[src/rtl/conversor_display.sv]
// Signed 8-bit to four-position 7-seg code converter.
// Serial shift-and-add-3 BCD conversion with optional leading-zero blanking.
module conversor_display #(
  parameter int SUPRIME_ZEROS = 1
) (
  input  logic       clock,
  input  logic       reset,
  input  logic [7:0] valor,
  input  logic       carrega,
  output logic [3:0] digito3,
  output logic [3:0] digito2,
  output logic [3:0] digito1,
  output logic [3:0] digito0,
  output logic       ocupado,
  output logic       pronto
);

  localparam logic [3:0] MENOS  = 4'd10;
  localparam logic [3:0] BRANCO = 4'd11;

  typedef enum logic [1:0] {
    OCIOSO,
    CONVERTE,
    FORMATA
  } estado_t;

  estado_t     estado;
  logic        sinal;
  logic [8:0]  mag;
  logic [11:0] bcd;
  logic [3:0]  cont;

  logic [8:0]  abs_val;
  logic [11:0] bcd_aj;
  logic [11:0] bcd_prox;
  logic [3:0]  f3, f2, f1, f0;
  logic [3:0]  cod_sinal;
  logic [3:0]  cent, dez, uni;
  logic        unused_bits;

  // 9 bits so that -128 yields +128 without overflow
  assign abs_val = valor[7] ? (9'd0 - {valor[7], valor})
                            : {1'b0, valor};

  always_comb begin
    bcd_aj = bcd;
    for (int i = 0; i < 3; i++) begin
      if (bcd[i*4 +: 4] >= 4'd5)
        bcd_aj[i*4 +: 4] = bcd[i*4 +: 4] + 4'd3;
    end
    bcd_prox = {bcd_aj[10:0], mag[7]};
  end

  assign unused_bits = mag[8] ^ bcd_aj[11];

  assign cent = bcd[11:8];
  assign dez  = bcd[7:4];
  assign uni  = bcd[3:0];
  assign cod_sinal = sinal ? MENOS : BRANCO;

  // sign code lands just left of the most significant shown digit
  always_comb begin
    f3 = cod_sinal;
    f2 = cent;
    f1 = dez;
    f0 = uni;
    if (SUPRIME_ZEROS != 0) begin
      if (cent == 4'd0) begin
        f3 = BRANCO;
        if (dez == 4'd0) begin
          f2 = BRANCO;
          f1 = cod_sinal;
        end else begin
          f2 = cod_sinal;
        end
      end
    end
  end

  always_ff @(posedge clock) begin
    if (!reset) begin
      estado  <= OCIOSO;
      sinal   <= 1'b0;
      mag     <= '0;
      bcd     <= '0;
      cont    <= '0;
      digito3 <= BRANCO;
      digito2 <= BRANCO;
      digito1 <= BRANCO;
      digito0 <= BRANCO;
      ocupado <= 1'b0;
      pronto  <= 1'b0;
    end else begin
      pronto <= 1'b0;
      unique case (estado)
        OCIOSO: begin
          if (carrega) begin
            sinal   <= valor[7];
            mag     <= abs_val;
            bcd     <= '0;
            cont    <= '0;
            ocupado <= 1'b1;
            estado  <= CONVERTE;
          end
        end
        CONVERTE: begin
          if (cont == 4'd8) begin
            estado <= FORMATA;
          end else begin
            bcd  <= bcd_prox;
            mag  <= {mag[7:0], 1'b0};
            cont <= cont + 4'd1;
          end
        end
        FORMATA: begin
          digito3 <= f3;
          digito2 <= f2;
          digito1 <= f1;
          digito0 <= f0;
          pronto  <= 1'b1;
          ocupado <= 1'b0;
          estado  <= OCIOSO;
        end
        default: estado <= OCIOSO;
      endcase
    end
  end

endmodule
[config.mk]
export PLATFORM = sky130hd
export DESIGN_NAME = conversor_display
export DESIGN_NICKNAME = d
export VERILOG_FILES = /design/src/rtl/conversor_display.sv
export SDC_FILE = /design/constraint.sdc
export NUM_CORES = 1
export LEC_CHECK = 0
export CORE_ASPECT_RATIO = 0.9
export CORE_UTILIZATION = 49
export DETAILED_ROUTE_END_ITERATION = 10
export PLACE_DENSITY = 0.86
export SLEW_MARGIN = 15
export SYNTH_ARGS = -nofsm -noshare
export SYNTH_HDL_FRONTEND = slang
export SYNTH_SLANG_ARGS = --single-unit
[constraint.sdc]
create_clock -name clock -period 1.7 [get_ports clock]
set_clock_uncertainty 0.15 [all_clocks]
set_input_delay 0.425 -clock clock [delete_from_list [all_inputs] [get_ports clock]]
set_output_delay 0.425 -clock clock [all_outputs]
set_load 0.005 [all_outputs]
==> Yosys cells after proc, flatten, opt, wreduce, memory -nomap -nowiden <==
Cells that the tools add are included.
{ "word_totals": {"memories": 0, "latchBits": 0, "word_cells": 59, "ram_bits": 0, "inputBits": 11, "register_bits": 45, "rom_bits": 0, "out_inout_bits": 18} }
{ "op_classes": {"shift": 0, "n_eq_ne": 6, "n_reduce_logical": 9, "muxes": 25, "div_mod_pow": 0, "mul": 0, "order_cmp": 3, "n_addsub": 5, "bitwise": 0} }
{ "op_table": {"columns": ["operator", "n"], "rows": [
  ["$mux W4", 7],
  ["$mux W12", 2],
  ["$mux W8", 3],
  ["$pmux W12 S2", 1],
  ["$pmux W8 S2", 1],
  ["$ge A4 B3 Y1 const B", 3],
  ["$add A4 B2 Y4 const B", 2],
  ["$logic_not A4 Y1", 2],
  ["$pmux W4 S2", 1],
  ["$sub A1 B8 Y8 const A", 1],
  ["$ne A2 B2 Y1 const B", 3],
  ["$reduce_and A2 Y1", 3],
  ["$mux W1", 5],
  ["$add A4 B1 Y4 const B", 1],
  ["$eq A4 B4 Y1 const B", 1],
  ["$mux W2", 2],
  ["$pmux W2 S2", 1],
  ["$reduce_bool A2 Y1", 2],
  ["$add A3 B2 Y3 const B", 1],
  ["$mux W3", 1],
  ["$reduce_and A3 Y1", 1],
  ["$eq A2 B1 Y1 const B", 1],
  ["$eq A2 B2 Y1 const B", 1],
  ["$logic_not A2 Y1", 1],
  ["$pmux W1 S2", 1]
]} }

==> Logic depth before layout (Yosys ltp) <==
{ "depth": {"depth_word": 4, "mapped_depth": 8, "mapped_depth_nobuf": 7} }

==> Least setup slack after synthesis <==
OpenSTA, ideal clock, no wires.
{ "synth_timing": {"path_kind": "register to register", "from": "register bcd[8]", "to": "register digito1[0]", "path_stages_with_launch": 7, "path_buffers": 0, "synth_period_minus_slack_ps": 1858, "setup_time_ps": 79, "slack_ps": -158, "arrival_ps": 1629, "path_cell_list": "dfxtp_1 > inv_1 > ha_1 > nor3b_2 > nor4b_4 > mux2_2 > o211ai_1"} }
{ "synth_via": {"elab_chain_cells": 2} }
{ "synth_lines": {"columns": ["item", "line_no", "text"], "rows": [
  ["start, declared", "30", "logic [11:0] bcd;"],
  ["start signal, assigned", "110", "bcd <= bcd_prox;"],
  ["$logic_not A4 Y1", "68", "if (cent == 4'd0) begin"],
  ["$mux W4", "68", null],
  ["end signal, assigned", "89", "digito1 <= BRANCO;"],
  ["end signal, assigned", "118", "digito1 <= f1;"],
  ["end, declared", "12", "output logic [3:0] digito1,"]
]} }
Every way passes these cells.
A chain may end at the register's enable or synchronous reset.

==> Worst setup path after layout <==
{ "layout_timing": {"from": "register bcd[9]", "to": "register digito1[0]"} }
Same word-level chain as after synthesis.

==> results summary <==
The max capacitance violation total is 0. Hold repair after CTS inserted 0 buffers. The floorplan step set the die height to roughly 64 µm. Once detailed placement completed, the half-perimeter wirelength came to between 3000 and 4000 µm. The global-route wire length before repair is just over 8000 µm. The count of different cell masters after synthesis is 46. The worst IR drop on VDD came out at between 0.0005 and 0.0006 V. The number of DRC markers in iteration 0 came out at approximately 110.

Setup violations remaining at the end of the flow were counted as 0. For this design, the slowest cell found on the critical path is sky130_fd_sc_hd__dfxtp_2. Across every metal layer, demand over resource in global routing totals 0.227. The post-detailed-routing wire length is about 4900 µm. The multi-input combinational cell area is between 0.001 and 0.0015 mm². The total via count after detailed routing came out at between 1,500 and 2,000. The width of the chip came out at 71.3 µm. The first-pass iteration count of the detailed router is 8.

The overall overflow remaining after global route is 0. The DRC violation count after routing came out at 5. By startpoint and endpoint, the worst setup path is classified as reg -> reg.

The average instance area after synthesis is around 8.8 µm². The most area-hungry cell type in the Yosys netlist is sky130_fd_sc_hd__dfxtp_1. Setup repair after global routing could not meet its margin everywhere.

Relative to the synthesized area, the layout overhead comes to 37.9%. The leading cell type in the layout, fill and taps excluded is sky130_fd_sc_hd__buf_4. The sort of element at the start of the critical path is a flop. The maximum single-stage delay on the critical path came out at approximately 0.33 ns. For this run, the number of Yosys warnings is 0. Of the cells placed in the final design, the portion with a size suffix greater than 1 is 0.305.

The checks that failed: design-rule violations. The final layout net count is ~320. Ranked by total cell area, the synthesized netlist is headed by sky130_fd_sc_hd__dfxtp_1 (40%), sky130_fd_sc_hd__ha_1 (5.3%), sky130_fd_sc_hd__nand2_1 (4.6%). The proportion of netlist area held by the largest area contributor came out at 0.397. The top-level I/O count is 29. The aggregate negative setup slack came out at 0 ns. The number of buffers inserted by port buffering is 25. In this run, synthesis inferred 0 flip-flops with an integrated enable. The mapped cell area is about 0.0021 mm². The initial antenna violation count is 0. The longest clock path from root to sink contains 2 buffers. The synthesized flop and latch total is 42. The gate count of the mapped netlist is 240. The repair_antennas step left the layout with diodes totalling 0. The worst hold margin came out at just over 0.3 ns.

The count of clock tree sinks came out at 42. In this run the clock root is driven by a sky130_fd_sc_hd__clkbuf_8. The count of nets left with antenna violations once routing finished came out at 0.

The power density relative to cell area came out at about 720 mW/mm². The final worst-path cycle share is 0.997. In this run the worst hold path is classified as reg -> reg.

The number of global-route vias before repair came out at 1,782. The average via count per standard cell is approximately 5.5. The proportion of synthesized flip-flops having asynchronous set or reset is 0. The number of max-slew violations in the final report was 0.

Among cell families on the critical path, the largest total delay comes from simple AND/OR/NAND/NOR gates. Based on the critical path, the design can be clocked at up to just under 600 MHz. The data arrival at the endpoint of the critical path is roughly 1.8 ns. The sequential element share of the synthesized area is 0.397. The global placement routability congestion is 0.782. The required time at the endpoint of the critical path came out at around 1.8 ns. The core area is 0.00410 mm².

The clock tree from TritonCTS is done. The worst setup path is captured at a flop. The average wire per cell in the routed design came out at ~14 µm. The total die area came out at ~0.0046 mm². Entering global routing, the biggest net connects 16 pins.

The clock transition at the registers of the reported paths came out at around 0.09 ns. The sequential standard cell area came out at around 860 µm². The initial utilization of the core area, before any placement, comes to 0.516.

Traced cell by cell, the critical path runs through inv_2 -> ha_4 -> nor3b_4 -> nor4b_4 -> mux2_4 -> o211ai_1. The number of hold violations in the final report came out at 0. The number of clock buffers inserted by TritonCTS came out at 5.

The number of inserted filler cells in the final layout came out at about 280. The largest fanout of any net on the critical path came out at 3. The worst path in the final design needs a cycle of ~1.7 ns, including I/O delays and setup. Row generation in the floorplan step produced 22 rows. The total number of H-tree levels is 2. The clock latency of the later-clocked register in the worst-skew pair is 0.31 ns.

The flow ran to the end, but the final reports show violations. The count of buffering cells on the critical path with inverters included came out at 1. The static power due to leakage came out at 1.24 nW. Leaving out fill and tap cells, the most frequent cells in the layout are sky130_fd_sc_hd__buf_4 (43), sky130_fd_sc_hd__dfxtp_1 (27), sky130_fd_sc_hd__nand2_1 (25). For this run, the leading register cell type out of synthesis is sky130_fd_sc_hd__dfxtp_1.
==> repair_timing <==
item	4_1_cts	5_1_grt
pin swaps	2	6
setup endpoints to repair	17	23
setup buffers	4	1
endpoints found under the hold margin	0	0
resized for setup	27	22
==> sequential cells by signal (all words and copies together), names as in the netlist <==
name	flops
bcd	12
estado	2
digito2	4
digito1	4
pronto	1
digito0	4
cont	4
mag	8
ocupado	1
digito3	1
sinal	1
==> worst min-delay path: stages (launching register included) <==
cell and delay [ns]:
sky130_fd_sc_hd__dfxtp_2 0.32, sky130_fd_sc_hd__nand2_1 0.04, sky130_fd_sc_hd__a21boi_0 0.06
==> synthesized netlist by cell type, types with 2 or more instances <==
cell                         n
sky130_fd_sc_hd__nand4_1     2
sky130_fd_sc_hd__xnor2_1     4
sky130_fd_sc_hd__o21ai_0    13
sky130_fd_sc_hd__and3_1      3
sky130_fd_sc_hd__o2bb2ai_1   7
sky130_fd_sc_hd__nand2b_1   11
sky130_fd_sc_hd__and2_1      3
sky130_fd_sc_hd__a21oi_1     7
sky130_fd_sc_hd__nor3b_2     2
sky130_fd_sc_hd__nor2b_1     5
sky130_fd_sc_hd__buf_2       2
sky130_fd_sc_hd__nand2_1    26
sky130_fd_sc_hd__a21boi_0    6
sky130_fd_sc_hd__dfxtp_1    42
sky130_fd_sc_hd__clkbuf_1    8
sky130_fd_sc_hd__nand3_1     8
sky130_fd_sc_hd__nor3_1      7
sky130_fd_sc_hd__nand4b_1    2
sky130_fd_sc_hd__conb_1      2
sky130_fd_sc_hd__inv_1      14
sky130_fd_sc_hd__o211ai_1    8
sky130_fd_sc_hd__a32o_1      2
sky130_fd_sc_hd__o31ai_1     2
sky130_fd_sc_hd__mux2_2      4
sky130_fd_sc_hd__xor2_1      4
sky130_fd_sc_hd__buf_4       3
sky130_fd_sc_hd__ha_1        9
sky130_fd_sc_hd__nor3b_1     2
sky130_fd_sc_hd__mux2i_1     4
sky130_fd_sc_hd__o41ai_1     2
sky130_fd_sc_hd__o22ai_1     2
sky130_fd_sc_hd__nor2_1     10
==> report_power, final <==
group / internal [mW] / leakage, nW / total, mW / switching, mW
clock network: 0.437 / 0.0504 / 0.810 / 0.373
registers: 1.01 / 0.339 / 1.02 / 0.0166
logic: 0.133 / 0.852 / 0.259 / 0.126
total: 1.58 / 1.24 / 2.09 / 0.516
==> stage by stage <==
stage / std cells / util / setup slack [ns] / total power, mW / cell area [µm²]
5_1_grt: 353 / 0.711 / -0.0958 / 2.15 / 2920
2_1_floorplan: 241 / - / -0.0146 / 1.17 / 2140
4_1_cts: 353 / 0.698 / 0.0000974 / 2.08 / 2860
3_5_place_dp: 341 / 0.659 / -0.496 / 1.29 / 2700
6_report: 353 / 0.711 / 0.00524 / 2.09 / 2920
3_3_place_gp: 341 / 0.659 / -0.370 / 1.28 / 2700
==> cell type report <==
| cell class | instances | area share |
|---|---|---|
| Clock buffer | 5 | 0.0236 |
| Timing Repair Buffer | 70 | 0.209 |
| Tap cell | 48 | 0.0206 |
| Inverter | 14 | 0.0180 |
| Multi-Input combinational cell | 171 | 0.419 |
| Clock inverter | 3 | 0.0154 |
| Sequential cell | 42 | 0.295 |
==> final timing paths <==
| kind | startpoint | endpoint | slack [ns] | depth (start not counted) |
|---|---|---|---|---|
| setup / recovery | bcd[9] | digito1[0] | 0.005 | 6 |
| setup reg to reg | bcd[9] | digito1[0] | 0.005 | 6 |
| hold reg to reg | digito2[2] | digito2[2] | 0.31 | 2 |
| hold / removal | digito2[2] | digito2[2] | 0.31 | 2 |
==> per-layer routing <==
layer,vias up,part of all wire,GRT usage
li1,967,-,-
met1,896,0.44,0.283
met2,56,0.50,0.398
met3,11,0.048,0.0521
met4,0,0.014,0.0475
met5,-,0,0
==> cells by family after synthesis <==
kind of cell               synth area share
and+or+nand+nor                       0.222
AOI/OAI and AO/OA                     0.190
DFF                                   0.397
buffers and inverters                0.0597
adders and majority gates            0.0532
xor gates and xnor gates             0.0331
muxes                                0.0402
other                               0.00355
Note: power is estimated with default switching activity, not from simulation.
==> edit 1: new RTL, same settings <==
`SUPRIME_ZEROS`: 1 -> 0.
--- a/src/rtl/conversor_display.sv
+++ b/src/rtl/conversor_display.sv
@@ -3,3 +3,3 @@
 module conversor_display #(
-  parameter int SUPRIME_ZEROS = 1
+  parameter int SUPRIME_ZEROS = 0
 ) (
Behaviour: same outputs for any inputs over 10 cycles, from zero or initial values and one cycle with reset low; that may be too few to reach the edited logic, so the function may still have changed.
==> edit 1 against the unedited design <==
Design area down 6.0%; highest routed layer unchanged; sequential cell count unchanged; area after synthesis down 4.0%; via count down 3.0%; worst setup slack worse by 0.0031 ns; total power down 5.2%; count of clock-buffer cells in the layout up 2; routed wire length up 2.9%.
==> edit 1: results (changes against the unedited design) <==
antenna violations before repair -> 0 (unchanged)
yosys warns -> 0 (unchanged)
Peak VDD IR -> 0.480 mV (-12%)
Root Buffer -> clkbuf_8
top cells by count, synth -> 42 x dfxtp_1, 27 x nand2_1, 13 x nor2_1
nets -> 301 (-7.1%)
Worst-Skew Late Latency -> 0.30 ns
Initial DRC Count -> 96 (-9.4%)
critical path arrival -> 1.74 ns (-0.04 ns)
first-pass GRT wire length -> 7910 um (-2.3%)
complex-gate fraction of the synthesized area -> 0.197 (+0.00662)
async set-reset flop share out of synthesis -> 0 (unchanged)
dominant synthesized flop cell -> dfxtp_1
layout cells sized above 1 -> 0.270 (-0.0354)
Yosys cell types -> 47 (+2.2%)
Tightest Pin Transition -> 0.526 ns
Post-Synth XOR/XNOR Area -> 0.0431 (+0.00999)
global placer's final weighted congestion -> 0.827 (+5.8%)
n_diodes -> 0 (unchanged)
Worst Setup SP -> valor[5]
first-pass iteration count of the detailed router -> 4 (-4)
max cap viols -> 0 (unchanged)
Switch Pwr -> 0.513 mW (-0.54%)
worst-path fanout max -> 4 (+1)
top cells by area, synth -> dfxtp_1 41%, ha_1 5.5%, nand2_1 5.0%
GR Util met2 -> 0.388 (-0.00940)
final WL -> 5070 um (+2.9%)
met1 Use GR -> 0.267 (-0.0156)
Synth Area in Adders -> 0.0554 (+0.00220)
CTS Buf Count -> 5 (unchanged)
hpwl dp -> 3330 um (-3.8%)
multiplexer area fraction after synthesis -> 0.0246 (-0.0156)
critical path's largest stage delay -> 0.58 ns (+0.25 ns)
hold_sp -> digito2[2]$_SDFFE_PN0P_
vias in the first global route -> 1792 (+0.56%)
Vias -> 1873 (-3.0%)
CP top delay family -> buffers and inverters
clk buf depth -> 2 (unchanged)
clock slew at reported path FFs -> 0.08 ns
Leak -> 1.26 nW (+1.4%)
Hold/Removal Path Class -> register to register
dpl ws -> -0.337 ns (+0.159 ns)
run status -> completed
gr usage total -> 0.229 (+0.00210)
sequential cell area fraction in the yosys report -> 0.414 (+0.0164)
largest net degree at the start of global routing -> 23 (+7)
routing usage on met3 -> 0.0512 (-0.000850)
H-tree depth -> 2 (unchanged)
r2r startpoint -> cont[0]$_SDFFE_PN0P_
Final setup violation count -> 0 (unchanged)
CP max stage cell -> clkdlybuf4s50_1
biggest regs -> bcd (12), mag (8)
IO buf count -> 25 (unchanged)
edit 1: cell count changes after synthesis, moves of 3 or more:
cell / delta
a21boi_0: -5
mux2_2: -4
nor2_1: +3
o41ai_2: +3
and2_1: -3
xnor2_1: +4
o2bb2ai_1: -6
o21ai_1: +3
a22o_1: +7
a21oi_1: +4
nand3_1: +3
inv_1: -3
o21ai_0: -8
edit 1: logic make-up after synthesis:
| family | Yosys count |
|---|---|
| XOR/XNOR | 10 |
| multiplexers | 5 |
| buffers and inverters | 23 |
| other | 2 |
| AND/OR/NAND/NOR | 82 |
| flip-flops | 42 |
| adder cells (fa/ha/maj) | 9 |
| AO/OA/AOI/OAI | 53 |
edit 1: routing by layer:
metal,wire length [um],share of wire
met1,2140,0.42
met2,2570,0.51
met3,259,0.051
met4,99,0.020
met5,0,0
edit 1: tightest hold or removal path, stage by stage (launching register included):
cell	delay, ns
dfxtp_2	0.32
nand2_1	0.04
a21oi_1	0.05
edit 1: what timing repair did:
| action | CTS | global route |
|---|---|---|
| endpoints found under the setup margin | 17 | 20 |
| buffers inserted | 0 | 1 |
| gates resized for setup | 24 | 25 |
| cloned | 0 | 1 |
| pin swaps | 0 | 6 |
| endpoints found under the hold margin | 0 | 0 |
edit 1: worst paths after layout:
kind / end / slack, ns / cells past startpoint
worst max register to register: bcd[4]$_SDFFE_PN0P_ / 0.06 / 5
worst min-delay path: digito2[2]$_SDFFE_PN0P_ / 0.30 / 2
worst min register to register: digito2[2]$_SDFFE_PN0P_ / 0.30 / 2
worst max-delay path: mag[6]$_SDFFE_PN0P_ / 0.002 / 6
edit 1: area by class of cell:
type,instances,area (um^2)
flip-flops and latches,42,857
clock inverters,1,5.00
inverters,11,41.3
fillers,272,1090
well taps,46,57.6
multi-input cells,163,1180
clock buffers,7,86.3
repair buffers,58,515
edit 1: per-stage QoR:
stage | setup TNS [ns] | instance area [um^2] | instances | hold WS [ns]
global route | -0.110 | 2740 | 328 | 0.307
floorplan | 0 | 2040 | 227 | 0.287
CTS | 0 | 2640 | 326 | 0.301
finish | 0 | 2740 | 328 | 0.296
detailed placement | -4.91 | 2530 | 319 | 0.293
global placement | -4.25 | 2530 | 319 | 0.292
edit 1: power groups by stage:
stage	clock network (mW)	logic (mW)	registers [mW]
floorplan	0	0.135	1.05
global placement	0	0.246	1.05
detailed placement	0	0.254	1.05
CTS	0.684	0.256	1.03
global route	0.724	0.300	1.03
finish	0.681	0.277	1.03
==> edit 2: new RTL, same settings <==
Without the edit above. Encoding of `estado_t`: now one-hot (3 bits for 3 values).
--- a/src/rtl/conversor_display.sv
+++ b/src/rtl/conversor_display.sv
@@ -20,6 +20,6 @@
 
-  typedef enum logic [1:0] {
-    OCIOSO,
-    CONVERTE,
-    FORMATA
+  typedef enum logic [2:0] {
+    OCIOSO   = 3'b001,
+    CONVERTE = 3'b010,
+    FORMATA  = 3'b100
   } estado_t;
Function: no difference found for any inputs over 10 cycles, from zero or initial values and one cycle with reset low; not proved beyond that.
==> edit 2 against the unedited design <==
The flow finishes with violations (negative setup slack); synthesized cell count increased by 6.7%; area after synthesis is 4.3% higher; hold slack improved by 0.026 ns; largest cell class unchanged; combinational power rose by 41%; routed wire length is 94% higher; fmax down 15%; worst setup slack worse by 0.29 ns; non-clock buffer count up 15; total power is 0.68% higher; design area increased by 16%; first-iteration DRC count rose to 3.8 times the old value; sequential cell count rose by 1.
==> edit 2: results (changes against the unedited design) <==
Final setup violation count -> 29 (+29)
critical path arrival -> 2.09 ns (+0.31 ns)
final core utilization -> 0.807 (+0.0954)
run status -> finished, violations left
Yosys cell types -> 52 (+13%)
nets -> 353 (+9.0%)
dpl ws -> -0.496 ns (-0.000158 ns)
yosys warns -> 0 (unchanged)
filler cell count -> 195 (-30%)
multiplexer area fraction after synthesis -> 0.0471 (+0.00684)
sequential cell area fraction in the yosys report -> 0.390 (-0.00738)
PnR worst setup slack -> -0.289 ns (-0.295 ns)
largest net degree at the start of global routing -> 19 (+3)
Peak VDD IR -> 0.418 mV (-24%)
Synth Area in Adders -> 0.0510 (-0.00220)
Leak -> 1.34 nW (+7.5%)
routed len/inst -> 24.3 um (+74%)
Vias -> 2571 (+33%)
Hold Slack -> 0.335 ns (+0.0262 ns)
complex-gate fraction of the synthesized area -> 0.175 (-0.0152)
failing checks -> negative setup slack
Root Buffer -> clkbuf_8
CTS Buf Count -> 5 (unchanged)
biggest regs -> bcd (12), mag (8)
max layer used -> met4
dpl cells -> 373 (+9.4%)
Post-Route M1 WL -> 3410 um (+57%)
Met3 Wirelength -> 1090 um (+360%)
Worst-Skew Late Latency -> 0.32 ns
async set-reset flop share out of synthesis -> 0 (unchanged)
vias in the first global route -> 2317 (+30%)
# Post-CTS Setup Buffers -> 3 (-1)
fin cells -> 393 (+11%)
Biggest register -> bcd
top cells by area, synth -> dfxtp_1 39%, nand2_1 5.4%, o21ai_0 5.2%
clk buf depth -> 2 (unchanged)
Area after DPL -> 2830 um^2 (+4.6%)
hpwl dp -> 4060 um (+17%)
critical path's largest stage delay -> 0.41 ns (+0.08 ns)
first-pass iteration count of the detailed router -> 6 (-2)
gr usage total -> 0.319 (+0.0922)
Post-Syn Instances -> 256 (+6.7%)
post-CTS sizing -> 53 (+96%)
CP top delay family -> simple AND/OR/NAND/NOR gates
IO buf count -> 25 (unchanged)
top cells by count, synth -> 43 x dfxtp_1, 32 x nand2_1, 23 x o21ai_0
met2 wire length -> 4270 um (+75%)
layout cells sized above 1 -> 0.426 (+0.122)
worst-path fanout max -> 2 (-1)
global placer's final weighted congestion -> 0.842 (+7.7%)
Initial DRC Count -> 404 (+280%)
CP max stage cell -> or3b_4
Post-Synth XOR/XNOR Area -> 0.0317 (-0.00137)
first-pass GRT wire length -> 11200 um (+39%)
Hold/Removal Path Class -> register to register
n_diodes -> 0 (unchanged)
setup TNS -> -3.20 ns (-3.20 ns)
==> edit 2: worst register-to-register path: cells and delay by family, from the launching register on <==
family,cells,cell delay (ns)
multiplexers,1,0.34
AO/OA/AOI/OAI,1,0.16
buffers and inverters,1,0.08
flip-flops,1,0.34
AND/OR/NAND/NOR,2,0.71
adder cells (fa/ha/maj),1,0.13
==> edit 2: cells by family after synthesis <==
group | Yosys count
XOR/XNOR | 8
buffers and inverters | 27
AO/OA/AOI/OAI | 60
flip-flops | 43
adder cells (fa/ha/maj) | 9
multiplexers | 9
AND/OR/NAND/NOR | 98
other | 2
==> edit 2: path summary, 6_finish.rpt <==
kind | startpoint | cells past startpoint | to
worst max register to register | bcd[8]$_SDFFE_PN0P_ | 6 | digito1[0]$_SDFFE_PN1P_
worst max-delay path | bcd[8]$_SDFFE_PN0P_ | 6 | digito1[0]$_SDFFE_PN1P_
worst min-delay path | mag[1]$_SDFFE_PN0P_ | 2 | mag[1]$_SDFFE_PN0P_
worst min register to register | mag[1]$_SDFFE_PN0P_ | 2 | mag[1]$_SDFFE_PN0P_
==> edit 2: final cells by class <==
class                      count  area share
multi-input combinational    187       0.446
sequential                    43       0.262
timing repair buffer          85       0.232
clock buffer                   6      0.0245
tap                           60      0.0222
inverter                      11      0.0122
clock inverter                 1     0.00148
==> edit 2: per-layer routing <==
| metal | track usage | vias up |
|---|---|---|
| met2 | 0.536 | 245 |
| li1 | - | 1037 |
| met5 | 0 | - |
| met3 | 0.0905 | 97 |
| met1 | 0.343 | 1192 |
| met4 | 0.230 | 0 |
==> edit 2: power breakdown <==
group          total [mW]  internal (mW)  switching, mW
Combinational       0.365          0.180          0.184
Clock               0.691          0.319          0.372
Sequential           1.05           1.03         0.0220
Total                2.11           1.53          0.578
